## src/rtl/audio_mixer.sv

```systemverilog
// N-channel stereo mixer: collects one sample per channel each sample tick,
// applies per-channel left/right gains with a sequential MAC, saturates, and presents the pair.
module audio_mixer #(
    parameter int width_p      = 24,
    parameter int num_ch_p     = 4,
    parameter int gain_width_p = 8,
    parameter int clk_div_p    = 385
) (
    input  logic                             clk_i,
    input  logic                             reset_ni,
    input  logic [num_ch_p*width_p-1:0]      ch_data_i,
    input  logic [num_ch_p-1:0]              ch_valid_i,
    output logic [num_ch_p-1:0]              ch_ready_o,
    input  logic [num_ch_p-1:0]              enable_i,
    input  logic [num_ch_p*gain_width_p-1:0] gain_l_i,
    input  logic [num_ch_p*gain_width_p-1:0] gain_r_i,
    output logic [width_p-1:0]               data_l_o,
    output logic [width_p-1:0]               data_r_o,
    output logic                             valid_o,
    input  logic                             ready_i,
    output logic                             clip_o,
    output logic                             overrun_o,
    input  logic                             clr_i
);

    localparam int ACC_W  = width_p + gain_width_p + $clog2(num_ch_p) + 1;
    localparam int PROD_W = width_p + gain_width_p + 1;
    localparam int CNT_W  = (clk_div_p > 1) ? $clog2(clk_div_p) : 1;
    localparam int IDX_W  = (num_ch_p > 1) ? $clog2(num_ch_p) : 1;
    localparam logic [CNT_W-1:0] CNT_LAST = CNT_W'(clk_div_p - 1);
    localparam logic [IDX_W-1:0] IDX_LAST = IDX_W'(num_ch_p - 1);
    localparam logic signed [ACC_W-1:0] SAT_MAX = {{(ACC_W-width_p+1){1'b0}}, {(width_p-1){1'b1}}};
    localparam logic signed [ACC_W-1:0] SAT_MIN = {{(ACC_W-width_p+1){1'b1}}, {(width_p-1){1'b0}}};

    typedef enum logic [2:0] {IDLE, COLLECT, MAC, SAT, OUT} state_t;

    state_t                            state;
    logic [CNT_W-1:0]                  cnt;
    logic                              tick;
    logic [num_ch_p-1:0]               en_q;
    logic [num_ch_p-1:0]               got;
    logic [num_ch_p-1:0]               fire;
    logic                              collect_done;
    logic signed [width_p-1:0]         smp [num_ch_p];
    logic [num_ch_p*gain_width_p-1:0]  gain_l_q;
    logic [num_ch_p*gain_width_p-1:0]  gain_r_q;
    logic [IDX_W-1:0]                  idx;
    logic signed [ACC_W-1:0]           acc_l;
    logic signed [ACC_W-1:0]           acc_r;

    logic signed [width_p-1:0]         cur_smp;
    logic [gain_width_p-1:0]           cur_gain_l;
    logic [gain_width_p-1:0]           cur_gain_r;
    logic signed [PROD_W-1:0]          prod_l;
    logic signed [PROD_W-1:0]          prod_r;
    logic signed [PROD_W-1:0]          prod_sh_l;
    logic signed [PROD_W-1:0]          prod_sh_r;
    logic signed [ACC_W-1:0]           term_l;
    logic signed [ACC_W-1:0]           term_r;
    logic [width_p-1:0]                sat_l;
    logic [width_p-1:0]                sat_r;
    logic                              clip_l;
    logic                              clip_r;

    always_ff @(posedge clk_i or negedge reset_ni) begin
        if (!reset_ni)
            cnt <= '0;
        else if (cnt == CNT_LAST)
            cnt <= '0;
        else
            cnt <= cnt + 1'b1;
    end

    assign tick         = (cnt == CNT_LAST);
    assign ch_ready_o   = (state == COLLECT) ? (en_q & ~got) : '0;
    assign fire         = ch_ready_o & ch_valid_i;
    assign collect_done = ((en_q & ~(got | fire)) == '0);

    // Uncaptured channels (disabled or timed out) feed zero into the MAC.
    always_comb begin
        cur_smp    = got[idx] ? smp[idx] : '0;
        cur_gain_l = gain_l_q[int'(idx)*gain_width_p +: gain_width_p];
        cur_gain_r = gain_r_q[int'(idx)*gain_width_p +: gain_width_p];
        prod_l     = PROD_W'(cur_smp) * PROD_W'($signed({1'b0, cur_gain_l}));
        prod_r     = PROD_W'(cur_smp) * PROD_W'($signed({1'b0, cur_gain_r}));
        prod_sh_l  = prod_l >>> (gain_width_p - 1);
        prod_sh_r  = prod_r >>> (gain_width_p - 1);
        term_l     = ACC_W'(prod_sh_l);
        term_r     = ACC_W'(prod_sh_r);
    end

    always_comb begin
        clip_l = (acc_l > SAT_MAX) || (acc_l < SAT_MIN);
        clip_r = (acc_r > SAT_MAX) || (acc_r < SAT_MIN);
        sat_l  = (acc_l > SAT_MAX) ? SAT_MAX[width_p-1:0] :
                 (acc_l < SAT_MIN) ? SAT_MIN[width_p-1:0] : acc_l[width_p-1:0];
        sat_r  = (acc_r > SAT_MAX) ? SAT_MAX[width_p-1:0] :
                 (acc_r < SAT_MIN) ? SAT_MIN[width_p-1:0] : acc_r[width_p-1:0];
    end

    always_ff @(posedge clk_i or negedge reset_ni) begin
        if (!reset_ni) begin
            state     <= IDLE;
            en_q      <= '0;
            got       <= '0;
            gain_l_q  <= '0;
            gain_r_q  <= '0;
            idx       <= '0;
            acc_l     <= '0;
            acc_r     <= '0;
            data_l_o  <= '0;
            data_r_o  <= '0;
            valid_o   <= 1'b0;
            clip_o    <= 1'b0;
            overrun_o <= 1'b0;
            for (int k = 0; k < num_ch_p; k++)
                smp[k] <= '0;
        end else begin
            // A tick anywhere but IDLE is an overrun; setting beats clearing.
            if (tick && state != IDLE)
                overrun_o <= 1'b1;
            else if (clr_i)
                overrun_o <= 1'b0;

            case (state)
                IDLE: begin
                    if (tick) begin
                        en_q  <= enable_i;
                        got   <= '0;
                        state <= COLLECT;
                    end
                end
                COLLECT: begin
                    for (int k = 0; k < num_ch_p; k++)
                        if (fire[k])
                            smp[k] <= ch_data_i[k*width_p +: width_p];
                    got <= got | fire;
                    if (tick || collect_done) begin
                        gain_l_q <= gain_l_i;
                        gain_r_q <= gain_r_i;
                        idx      <= '0;
                        state    <= MAC;
                    end
                end
                MAC: begin
                    acc_l <= acc_l + term_l;
                    acc_r <= acc_r + term_r;
                    idx   <= idx + 1'b1;
                    if (idx == IDX_LAST)
                        state <= SAT;
                end
                SAT: begin
                    data_l_o <= sat_l;
                    data_r_o <= sat_r;
                    clip_o   <= clip_l | clip_r;
                    valid_o  <= 1'b1;
                    state    <= OUT;
                end
                OUT: begin
                    if (ready_i) begin
                        valid_o <= 1'b0;
                        acc_l   <= '0;
                        acc_r   <= '0;
                        state   <= IDLE;
                    end
                end
                default: state <= IDLE;
            endcase
        end
    end

endmodule

```

## config.mk

```make
export PLATFORM = sky130hd
export DESIGN_NAME = audio_mixer
export DESIGN_NICKNAME = d
export VERILOG_FILES = /design/src/rtl/audio_mixer.sv
export SDC_FILE = /design/constraint.sdc
export NUM_CORES = 2
export LEC_CHECK = 0
export CAP_MARGIN = 10
export CORE_ASPECT_RATIO = 0.7
export CORE_MARGIN = 2
export CORE_UTILIZATION = 35
export CTS_CLUSTER_DIAMETER = 120
export DETAILED_ROUTE_END_ITERATION = 7
export PLACE_DENSITY = 0.59
export SYNTH_ARGS = -nofsm -noshare
export SYNTH_HDL_FRONTEND = slang
export SYNTH_SLANG_ARGS = --single-unit
export TNS_END_PERCENT = 10
```

## constraint.sdc

```tcl
create_clock -name clk_i -period 10.9 [get_ports clk_i]
set_input_delay 2.725 -clock clk_i [delete_from_list [all_inputs] [get_ports clk_i]]
set_output_delay 2.725 -clock clk_i [all_outputs]
set_load 0.02 [all_outputs]
```

==> results.json <==
{
  "final_hold_viol_count": 0,
  "final_cell_count_no_fill": 4306,
  "nNetsFinal": 3883,
  "arrival_ns": 10.27,
  "synth_edf_count": 0,
  "powerDensity_nw_per_um2": 72.7,
  "synth-simple-area-share": 0.125,
  "synthXorXnorAreaFrac": 0.0332,
  "hpwl_um": 62000,
  "layout_common_cells": "inv_1 (440), nand2_1 (369), nor2_1 (301), dfrtp_1 (301), fa_1 (300)",
  "max_stage_delay_ns": 0.96,
  "initial_core_util": 0.354,
  "ys_seq_elements": 303,
  "boundaryPins": 227,
  "ys_seq_area_frac": 0.266,
  "synth_cell_types": 70,
  "fin_crit_sh": 0.904,
  "gp_congestion": 0.938,
  "path_class": "reg2reg",
  "finClkSkew_ns": 0.0273,
  "post_cts.repair.setup_buffers": 0,
  "cts_tree": "yes",
  "crit_required_ns": 11.32,
  "dieArea_um2": 83700,
  "postCtsHoldBufs": 0,
  "grt_max_degree": 161,
  "async_reset_ff_frac": 1.00,
  "root_buffer": "clkbuf_16",
  "cp_max_fo": 29,
  "crit_top_cell": "a21oi_1",
  "reg2reg_setup_slack_ns": 1.05,
  "syn-num-nets": 3689,
  "worst_hold_path_type": "reg2reg",
  "relSlewSlack": 0.176,
  "grtUsageTotal": 0.189,
  "io_buffers": 226,
  "core-area_um2": 80600,
  "drive_gt1_frac": 0.105,
  "finalSetupTns_ns": 0,
  "start_kind": "flip-flop",
  "min_period_ns": 9.85,
  "insertion_delay_ns": 0.57,
  "wl_per_cell_um": 18.1,
  "slew_violations": 0,
  "ir_drop_v": 0.0000820,
  "drt-total-wl_um": 78100,
  "synthFlopType": "dfrtp_1",
  "drc": 0,
  "drt_iter0_markers": 1258,
  "grt_pass1_wl_um": 123000,
  "diodes": 0,
  "antenna_found_initial": 1,
  "muxShareOfSynthArea": 0.0976,
  "syn_inst": 3020,
  "cp-startpoint": "idx[1]",
  "cts_sinks": 303,
  "p_leak_nw": 17.4,
  "synth_compound_area_frac": 0.108,
  "overflow": 0,
  "die_y_um": 243,
  "num_vias": 21500,
  "numCtsBuffers": 34,
  "placementRows": 87,
  "cts-resized-gates": 0,
  "rsz0062_at_grt": "false",
  "cts_max_path_buffers": 3,
  "synth_fa_ha_area_frac": 0.297,
  "grt_pass1_vias": 21400,
  "postSynthAreaPerCell_um2": 9.43,
  "r2r_start": "idx[1]",
  "maxClockFrequency_mhz": 102,
  "p_total_mw": 2.41,
  "drt-pass1-iter-count": 5,
  "h-tree-depth": 2,
  "maxCapViolCount": 0,
  "rr_endpoint": "acc_r[33]",
  "critPathCaptureType": "flip-flop",
  "synth_top_family_by_area": "adder cells",
  "status": "finished clean",
  "placed_cells": 4246,
  "antenna_left": 0,
  "reg2regPathDepth": 35,
  "area_growth_pct": 16.6,
  "slowest_stage": "o211ai_1",
  "layout_commonest_cell": "inv_1",
  "syn-cell-area_um2": 28500,
  "cts.clk_slew.worst_paths_ns": 0.06,
  "crit_end": "acc_r[33]",
  "setup_viol": 0,
  "viasPerCell": 5.00,
  "yosysWarningCount": 0,
  "worst_pin_slew_ns": 1.23,
  "die_x_um": 345
}
stage by stage:
| stage | hold WS [ns] | util | setup WS [ns] | instance area [um^2] |
|---|---|---|---|---|
| 2_1_floorplan | 0.451 | - | 1.97 | 28500 |
| 3_5_place_dp | 0.470 | 0.398 | 1.17 | 32100 |
| 3_3_place_gp | 0.464 | 0.398 | 1.15 | 32100 |
| 4_1_cts | 0.483 | 0.412 | 1.14 | 33200 |
| 5_1_grt | 0.497 | 0.412 | 0.364 | 33200 |
| 6_report | 0.477 | 0.412 | 1.05 | 33200 |
synthesized netlist by cell type (15+ instances only):
| library cell | n | share of area |
|---|---|---|
| a21o_1 | 50 | 0.013 |
| a21oi_1 | 95 | 0.017 |
| clkbuf_1 | 98 | 0.013 |
| dfrtp_1 | 303 | 0.27 |
| fa_1 | 300 | 0.21 |
| ha_1 | 197 | 0.087 |
| inv_1 | 440 | 0.058 |
| mux2_2 | 196 | 0.077 |
| mux2i_1 | 32 | 0.011 |
| nand2_1 | 370 | 0.049 |
| nand2b_1 | 34 | 0.0075 |
| nand3_1 | 27 | 0.0047 |
| nand4_1 | 15 | 0.0033 |
| nor2_1 | 302 | 0.040 |
| nor3_1 | 25 | 0.0044 |
| o211a_1 | 23 | 0.0081 |
| o211ai_1 | 25 | 0.0066 |
| o21a_1 | 24 | 0.0063 |
| o21ai_0 | 177 | 0.031 |
| xnor2_1 | 61 | 0.019 |
| xor2_1 | 47 | 0.014 |
worst max-delay path: cells and delay by family, from the launching register on:
family	cells	cell delay, ns
AOI/OAI and AO/OA	17	3.67
adders and majority gates	6	2.79
and+or+nand+nor	6	1.24
DFF	1	0.73
buffers and inverters	3	0.48
muxes	1	0.40
xor gates and xnor gates	2	0.34
worst min-delay path by stage:
| stage | startpoint | endpoint | slack, ns | cells past startpoint |
|---|---|---|---|---|
| floorplan | cnt[5] | cnt[5] | 0.45 | 1 |
| global placement | data_r_o[22] | data_r_o[22] | 0.46 | 2 |
| detailed placement | data_r_o[22] | data_r_o[22] | 0.47 | 2 |
| CTS | data_r_o[22] | data_r_o[22] | 0.48 | 2 |
| global route | data_l_o[7] | data_l_o[7] | 0.50 | 2 |
| finish | data_r_o[1] | data_r_o[1] | 0.48 | 2 |
metal layers:
metal	vias to the layer above	global-route usage	routed length, um
met3	77	0.0460	5250
met4	6	0.0336	1310
li1	10200	-	-
met1	10700	0.267	35600
met5	-	0	33
met2	545	0.295	35900
logic make-up (layout without fill, tap and decap cells):
logic type / Yosys count / in the layout
buf+inv: 552 / 770
mux: 239 / 239
fa+ha+maj: 497 / 497
compound gates: 484 / 484
flops: 303 / 303
simple gates: 837 / 837
xor+xnor: 108 / 108
registers in the layout (all words and copies together) (netlist names), 2 cells and up:
| signal | cells |
|---|---|
| data_r_o | 24 |
| acc_l | 35 |
| en_q | 4 |
| got | 4 |
| acc_r | 35 |
| smp | 96 |
| gain_r_q | 32 |
| cnt | 9 |
| idx | 2 |
| data_l_o | 24 |
| state | 3 |
| gain_l_q | 32 |
power by group:
part	switching [mW]	leakage [nW]	internal [mW]
logic	0.0355	13.0	0.0560
clock network	0.508	0.553	0.689
registers	0.000488	3.86	1.13
total	0.544	17.4	1.87
area by class of cell:
class / instances / area (um^2)
Fill cell: 7963 / 47300
Multi-Input combinational cell: 2165 / 18900
Sequential cell: 303 / 7590
Timing Repair Buffer: 270 / 2620
Inverter: 440 / 1650
Tap cell: 1068 / 1340
Clock buffer: 50 / 1000
Clock inverter: 10 / 125
(Power assumes the default switching activity.)
